### config.mk
export PLATFORM = sky130hd
export DESIGN_NAME = addsub_sat_stage_flat
export DESIGN_NICKNAME = d
export VERILOG_FILES = /design/src/rtl/addsub_pkg.sv /design/src/rtl/addsub_sat_stage_if.sv /design/src/rtl/addsub_out_fifo.sv /design/src/rtl/addsub_sat_stage.sv /design/src/flat_wrapper.sv
export SDC_FILE = /design/constraint.sdc
export NUM_CORES = 1
export LEC_CHECK = 0
export ABC_AREA = 1
export BUFFER_PORTS_ARGS = -buffer_cell sky130_fd_sc_hd__buf_2
export CORE_MARGIN = 2
export CORE_UTILIZATION = 52
export CTS_CLUSTER_SIZE = 16
export DETAILED_ROUTE_END_ITERATION = 8
export PLACE_DENSITY = 0.76
export SLEW_MARGIN = 30
export SYNTH_ARGS = -nofsm -noshare
export SYNTH_HDL_FRONTEND = slang
export SYNTH_SLANG_ARGS = --single-unit
### constraint.sdc
create_clock -name clk -period 6.3 [get_ports clk]
set_input_delay 0.63 -clock clk [delete_from_list [all_inputs] [get_ports clk]]
set_output_delay 0.63 -clock clk [all_outputs]
set_load 0.01 [all_outputs]
### src/rtl/addsub_pkg.sv
// Shared constants and saturation helpers for the adder/subtractor output stage.
// The helpers are sized to DEFAULT_WIDTH, the width of the upstream adder.
package addsub_pkg;

  localparam int DEFAULT_WIDTH = 16;

  localparam logic [DEFAULT_WIDTH-1:0] SMAX = {1'b0, {(DEFAULT_WIDTH-1){1'b1}}};
  localparam logic [DEFAULT_WIDTH-1:0] SMIN = {1'b1, {(DEFAULT_WIDTH-1){1'b0}}};

  typedef struct packed {
    logic [DEFAULT_WIDTH-1:0] value;
    logic                     sat;
  } sat_add_t;

  // An overflowed sum whose sign bit reads negative really overflowed positive.
  function automatic logic [DEFAULT_WIDTH-1:0] sat_clamp(
    input logic [DEFAULT_WIDTH-1:0] result,
    input logic                     overflow
  );
    logic [DEFAULT_WIDTH-1:0] r;
    r = result;
    if (overflow) r = result[DEFAULT_WIDTH-1] ? SMAX : SMIN;
    return r;
  endfunction

  function automatic sat_add_t sat_add(
    input logic [DEFAULT_WIDTH-1:0] a,
    input logic [DEFAULT_WIDTH-1:0] b
  );
    sat_add_t                 r;
    logic [DEFAULT_WIDTH-1:0] sum;
    sum     = a + b;
    r.value = sum;
    r.sat   = 1'b0;
    if ((a[DEFAULT_WIDTH-1] == b[DEFAULT_WIDTH-1]) &&
        (sum[DEFAULT_WIDTH-1] != a[DEFAULT_WIDTH-1])) begin
      r.value = a[DEFAULT_WIDTH-1] ? SMIN : SMAX;
      r.sat   = 1'b1;
    end
    return r;
  endfunction

endpackage

### src/rtl/addsub_sat_stage_if.sv
// Handshake bundle between the adder, the saturating stage and the next solver stage.
// The slave modport is the stage's view; master is the surrounding environment.
interface addsub_sat_stage_if
  import addsub_pkg::*;
#(
  parameter int WIDTH = DEFAULT_WIDTH
);

  logic             in_valid;
  logic             in_ready;
  logic [WIDTH-1:0] in_result;
  logic             in_overflow;
  logic             out_valid;
  logic             out_ready;
  logic [WIDTH-1:0] out_data;
  logic             out_sat;

  modport slave (
    input  in_valid, in_result, in_overflow, out_ready,
    output in_ready, out_valid, out_data, out_sat
  );

  modport master (
    output in_valid, in_result, in_overflow, out_ready,
    input  in_ready, out_valid, out_data, out_sat
  );

endinterface

### src/rtl/addsub_out_fifo.sv
// Small circular FIFO; pointers wrap naturally because DEPTH is a power of two.
module addsub_out_fifo #(
  parameter  int DEPTH = 2,
  parameter  int DW    = 17,
  localparam int PW    = (DEPTH > 1) ? $clog2(DEPTH) : 1,
  localparam int CW    = $clog2(DEPTH + 1)
) (
  input  logic          clk,
  input  logic          rst_n,
  input  logic          push,
  input  logic [DW-1:0] wdata,
  input  logic          pop,
  output logic [DW-1:0] rdata,
  output logic [CW-1:0] count,
  output logic          full,
  output logic          empty
);

  logic [DW-1:0] mem_q [DEPTH];
  logic [DW-1:0] mem_d [DEPTH];
  logic [PW-1:0] wr_ptr_q, wr_ptr_d;
  logic [PW-1:0] rd_ptr_q, rd_ptr_d;
  logic [CW-1:0] count_q, count_d;
  logic          do_push, do_pop;

  assign full    = (count_q == CW'(DEPTH));
  assign empty   = (count_q == '0);
  assign do_push = push & ~full;
  assign do_pop  = pop & ~empty;
  assign rdata   = mem_q[rd_ptr_q];
  assign count   = count_q;

  always_comb begin
    mem_d    = mem_q;
    wr_ptr_d = wr_ptr_q;
    rd_ptr_d = rd_ptr_q;
    count_d  = count_q;
    if (do_push) begin
      mem_d[wr_ptr_q] = wdata;
      wr_ptr_d        = wr_ptr_q + PW'(1);
    end
    if (do_pop) rd_ptr_d = rd_ptr_q + PW'(1);
    case ({do_push, do_pop})
      2'b10:   count_d = count_q + CW'(1);
      2'b01:   count_d = count_q - CW'(1);
      default: count_d = count_q;
    endcase
  end

  always_ff @(posedge clk or negedge rst_n) begin
    if (!rst_n) begin
      for (int i = 0; i < DEPTH; i++) mem_q[i] <= '0;
      wr_ptr_q <= '0;
      rd_ptr_q <= '0;
      count_q  <= '0;
    end else begin
      mem_q    <= mem_d;
      wr_ptr_q <= wr_ptr_d;
      rd_ptr_q <= rd_ptr_d;
      count_q  <= count_d;
    end
  end

endmodule

### src/rtl/addsub_sat_stage.sv
// Registered saturating output stage behind the ODE adder/subtractor: clamp,
// optional accumulate, overflow bookkeeping and a small decoupling FIFO.
module addsub_sat_stage
  import addsub_pkg::*;
#(
  parameter int WIDTH = DEFAULT_WIDTH,
  parameter int DEPTH = 2,
  parameter int CNT_W = 8
) (
  input  logic              clk,
  input  logic              rst_n,
  input  logic              clear,
  input  logic              acc_en,
  addsub_sat_stage_if.slave bus,
  output logic              ovf_sticky,
  output logic [CNT_W-1:0]  ovf_count
);

  localparam int             CW      = $clog2(DEPTH + 1);
  localparam logic [CW-1:0]  DEPTH_C = CW'(DEPTH);

  logic             accept, pop;
  logic [WIDTH-1:0] sat1, acc_base, stage_val;
  logic             stage_sat;
  sat_add_t         add_r;

  logic [WIDTH-1:0] acc_q, acc_d;
  logic             sticky_q, sticky_d;
  logic [CNT_W-1:0] count_q, count_d;
  logic             ready_en_q, ready_en_d;
  logic [WIDTH:0]   hold_q, hold_d;

  logic [WIDTH:0]   fifo_rdata;
  logic [CW-1:0]    fifo_count;
  logic             fifo_full, fifo_empty;

  assign accept = bus.in_valid & bus.in_ready;
  assign pop    = bus.out_valid & bus.out_ready;

  // A clear on the same edge as an accept makes that element start from zero.
  always_comb begin
    sat1      = sat_clamp(bus.in_result, bus.in_overflow);
    acc_base  = clear ? '0 : acc_q;
    add_r     = sat_add(acc_base, sat1);
    stage_val = acc_en ? add_r.value : sat1;
    stage_sat = bus.in_overflow | (acc_en & add_r.sat);
  end

  always_comb begin
    acc_d      = acc_q;
    sticky_d   = sticky_q;
    count_d    = count_q;
    ready_en_d = 1'b1;
    hold_d     = pop ? fifo_rdata : hold_q;
    if (clear) begin
      acc_d    = '0;
      sticky_d = 1'b0;
      count_d  = '0;
    end
    if (accept) begin
      if (acc_en) acc_d = stage_val;
      if (stage_sat) begin
        sticky_d = 1'b1;
        if (count_d != '1) count_d = count_d + CNT_W'(1);
      end
    end
  end

  always_ff @(posedge clk or negedge rst_n) begin
    if (!rst_n) begin
      acc_q      <= '0;
      sticky_q   <= 1'b0;
      count_q    <= '0;
      ready_en_q <= 1'b0;
      hold_q     <= '0;
    end else begin
      acc_q      <= acc_d;
      sticky_q   <= sticky_d;
      count_q    <= count_d;
      ready_en_q <= ready_en_d;
      hold_q     <= hold_d;
    end
  end

  addsub_out_fifo #(
    .DEPTH (DEPTH),
    .DW    (WIDTH + 1)
  ) u_fifo (
    .clk   (clk),
    .rst_n (rst_n),
    .push  (accept & ~fifo_full),
    .wdata ({stage_sat, stage_val}),
    .pop   (pop),
    .rdata (fifo_rdata),
    .count (fifo_count),
    .full  (fifo_full),
    .empty (fifo_empty)
  );

  // The empty FIFO presents the last popped element so out_data never glitches.
  assign bus.in_ready                 = ready_en_q & (fifo_count < DEPTH_C);
  assign bus.out_valid                = ~fifo_empty;
  assign {bus.out_sat, bus.out_data}  = fifo_empty ? hold_q : fifo_rdata;
  assign ovf_sticky                   = sticky_q;
  assign ovf_count                    = count_q;

endmodule
### src/flat_wrapper.sv
// flat-port wrapper written by rule: the top's interface ports become plain ports
module addsub_sat_stage_flat import addsub_pkg::*;
#(
  parameter int WIDTH = DEFAULT_WIDTH,
  parameter int DEPTH = 2,
  parameter int CNT_W = 8
)
  (clk, rst_n, clear, acc_en, ovf_sticky, ovf_count, bus_in_valid, bus_in_result, bus_in_overflow, bus_out_ready, bus_in_ready, bus_out_valid, bus_out_data, bus_out_sat);
  addsub_sat_stage_if #(.WIDTH(WIDTH)) bus_i ();
  input  logic clk;
  input  logic rst_n;
  input  logic clear;
  input  logic acc_en;
  output logic ovf_sticky;
  output logic [CNT_W-1:0] ovf_count;
  input wire logic [$bits(bus_i.in_valid)-1:0] bus_in_valid;
  input wire logic [$bits(bus_i.in_result)-1:0] bus_in_result;
  input wire logic [$bits(bus_i.in_overflow)-1:0] bus_in_overflow;
  input wire logic [$bits(bus_i.out_ready)-1:0] bus_out_ready;
  output wire logic [$bits(bus_i.in_ready)-1:0] bus_in_ready;
  output wire logic [$bits(bus_i.out_valid)-1:0] bus_out_valid;
  output wire logic [$bits(bus_i.out_data)-1:0] bus_out_data;
  output wire logic [$bits(bus_i.out_sat)-1:0] bus_out_sat;
  assign bus_i.in_valid = bus_in_valid;
  assign bus_i.in_result = bus_in_result;
  assign bus_i.in_overflow = bus_in_overflow;
  assign bus_i.out_ready = bus_out_ready;
  assign bus_in_ready = bus_i.in_ready;
  assign bus_out_valid = bus_i.out_valid;
  assign bus_out_data = bus_i.out_data;
  assign bus_out_sat = bus_i.out_sat;
  addsub_sat_stage #(.WIDTH(WIDTH), .DEPTH(DEPTH), .CNT_W(CNT_W)) u_core (.clk(clk), .rst_n(rst_n), .clear(clear), .acc_en(acc_en), .bus(bus_i), .ovf_sticky(ovf_sticky), .ovf_count(ovf_count));
endmodule
==> qor.csv <==
metric;value;unit
outcome;completed;
RSZ-0062 raised after global routing;no;
share of layout cells above drive strength 1;14.8;%
Setup-failing EPs final;0;
first-pass GRT wire length;21500;microns
clock buffer depth;2;
register area;0.00203;sq mm
Sw Ratio;40.7;%
grt ovf;0;
highest clock rate;0.304;GHz
Critical Path Start Type;register;
Setup TNS Final;0;ps
max-cap violations;0;
sw power;0.000801;W
synth warn;0;
worst r2r src;u_core.u_fifo.count[0]$_DFFE_PN0P_;
CP arrival;3520;ps
Post-synth ARST share;100;%
Peak VDD IR;145;uV
placed cells;936;
Routed WL;12600;microns
clk_skew;16.9;ps
#FFs+latches synth;81;
CTS root buffer;clkbuf_8;
worst-skew pair later-pin latency;360;ps
FP Rows;37;
Mapped Area;0.00545;sq mm
CP endpoint kind;register;
ys flop type;dfrtp_1;
internal power;0.00117;W
H-tree Lvls;3;
die height;106;microns
critical path class;reg -> reg;
port bufs;50;
nets;852;
commonest cells after routing, fill and taps aside;nand2_1 (311), inv_1 (91), dfrtp_1 (81);
largest net degree at the start of global routing;82;
FF-to-FF path depth;8;
DR vias/cell;5.12;
pwr dens;333;mW/mm^2
TritonRoute pass-1 iters;8;
reg2reg end;u_core.u_fifo.count[1]$_DFFE_PN0P_;
max-slew violation count;0;
worst setup path start;u_core.u_fifo.count[0]$_DFFE_PN0P_;
Layout Area Growth over Synthesis;8.45;%
initial antenna violation count;0;
Reg power frac;39.9;%
Clock Power Share;19.6;%
Avg WL per Cell;13.2;microns
Final Hold Viols;0;
cells after synthesis;779;
clock slew seen by the registers of the worst setup and hold paths;80;ps
CP Max Fanout;36;
Slew @ Worst Pin;779;ps
Multi-input gate area;0.00287;sq mm
synth unique cells;40;
worst setup margin;3010;ps
remaining antenna violation count;0;
post-cts sizing count;0;
CTS tree;done;
syn_area_per_cell;6.99;sq um
Vias;4878;
worst path required time;6540;ps
CTS Buf Count;9;
register area share after synthesis;37.2;%
fin cells;952;
worst reg-to-reg setup slack;3010;ps
cts hold-fix bufs;0;
number of global-route vias before repair;4602;
Die ar.;0.0113;sq mm
leading cell type in the layout, fill and taps excluded;nand2_1;
P_leak;3.44;nW
Tcrit/Tclk final;52.2;%
worst hold path type;in -> async;
DRC;0;
Routability Congestion;0.946;
syn nets;820;
io pins;51;
TritonCTS Sinks;81;
slew margin rel.;47.7;%
Design Power;0.00197;W
starting density of the core;53.3;%
Post-synth EDFFs;0;
pre-CTS setup slack;2810;ps
hpwl dp;9150;microns
Total GRT Usage;23.6;%
n_diodes;0;
Comb pwr share;40.5;%
Die W;106;microns
min Tclk post-route;3290;ps
Post-CTS Setup Bufs;0;
core outline area;0.0102;sq mm
Iteration-0 DRC Markers;294;
fillers;1000;
Setup crit end;u_core.u_fifo.count[1]$_DFFE_PN0P_;
power groups by stage:
stage / sequential (W) / clock, W / combinational [W]
6_report: 0.000785 / 0.000385 / 0.000798
5_1_grt: 0.000804 / 0.000418 / 0.000920
4_1_cts: 0.000784 / 0.000397 / 0.000801
3_5_place_dp: 0.000794 / 0 / 0.000796
3_3_place_gp: 0.000786 / 0 / 0.000775
2_1_floorplan: 0.000758 / 0 / 0.000605
flip-flops by register name, summed over array words and instances (netlist names):
register	flops
u_core.u_fifo.rd_ptr_q	1
u_core.ovf_sticky	1
u_core.hold_q	17
u_core.u_fifo.wr_ptr_q	1
u_core.ovf_count	8
u_core.u_fifo.mem_q	34
u_core.u_fifo.count	2
u_core.ready_en_q	1
u_core.acc_q	16
logic make-up after synthesis:
logic type               synth area share, %
AO/OA/AOI/OAI                           9.14
adder cells (fa/ha/maj)                 4.27
AND/OR/NAND/NOR                         37.3
other                                 0.0688
XOR/XNOR                                1.77
flip-flops                              37.2
buffers and inverters                   10.3
synthesized netlist by cell type, types with 11 or more instances:
cell type | count | area share (%)
nand3_2 | 12 | 2.2
a21oi_1 | 27 | 2.5
dfrtp_1 | 81 | 37
o21ai_0 | 51 | 4.7
nand2_4 | 14 | 2.9
ha_1 | 17 | 3.9
inv_1 | 91 | 6.3
nand2_2 | 11 | 1.3
clkbuf_1 | 15 | 1.0
nand2_1 | 312 | 21
nand3_1 | 57 | 5.2
nor2_1 | 22 | 1.5
how the worst min path moves through the flow:
stage                                                    from  cells past startpoint                             endpoint
after floorplan                                         rst_n                      0            u_core.acc_q[0]$_DFF_PN0_
after global placement    u_core.u_fifo.mem_q[15]$_DFFE_PN0P_                      2  u_core.u_fifo.mem_q[15]$_DFFE_PN0P_
after detailed placement          u_core.ovf_sticky$_DFF_PN0_                      2          u_core.ovf_sticky$_DFF_PN0_
after CTS                                               rst_n                      1          u_core.ovf_sticky$_DFF_PN0_
after global routing                                    rst_n                      1        u_core.ovf_count[5]$_DFF_PN0_
final                                                   rst_n                      1        u_core.ovf_count[5]$_DFF_PN0_
critical path, cell delays in order (launching register included):
cell and delay, ps:
dfrtp_1 420, nor2_1 130, clkinv_1 620, nand2_1 350
clkinv_1 660, ha_1 590, a21oi_1 130, o21ai_0 130
xnor2_1 150
through the flow:
stage	util, %	cell area, sq um	hold WS [ps]
after floorplan	-	5450	334
after global placement	55.7	5700	462
after detailed placement	55.8	5710	461
after CTS	57.8	5910	330
after global routing	57.8	5910	358
final	57.8	5910	303
metal layers:
| metal | wire, microns | share of wire [%] | track usage [%] |
|---|---|---|---|
| met1 | 6040 | 48 | 33.8 |
| met2 | 5740 | 46 | 37.3 |
| met3 | 617 | 4.9 | 2.33 |
| met4 | 169 | 1.3 | 8.08 |
| met5 | 0 | 0 | 0 |
area by class of cell:
type / instances / share of cell area (%)
repair buffers: 51 / 4.47
inverters: 100 / 6.39
flip-flops and latches: 81 / 34.3
clock buffers: 12 / 2.46
clock inverters: 4 / 0.889
multi-input cells: 568 / 48.6
well taps: 136 / 2.88
Note: power is estimated with default switching activity, not from simulation.
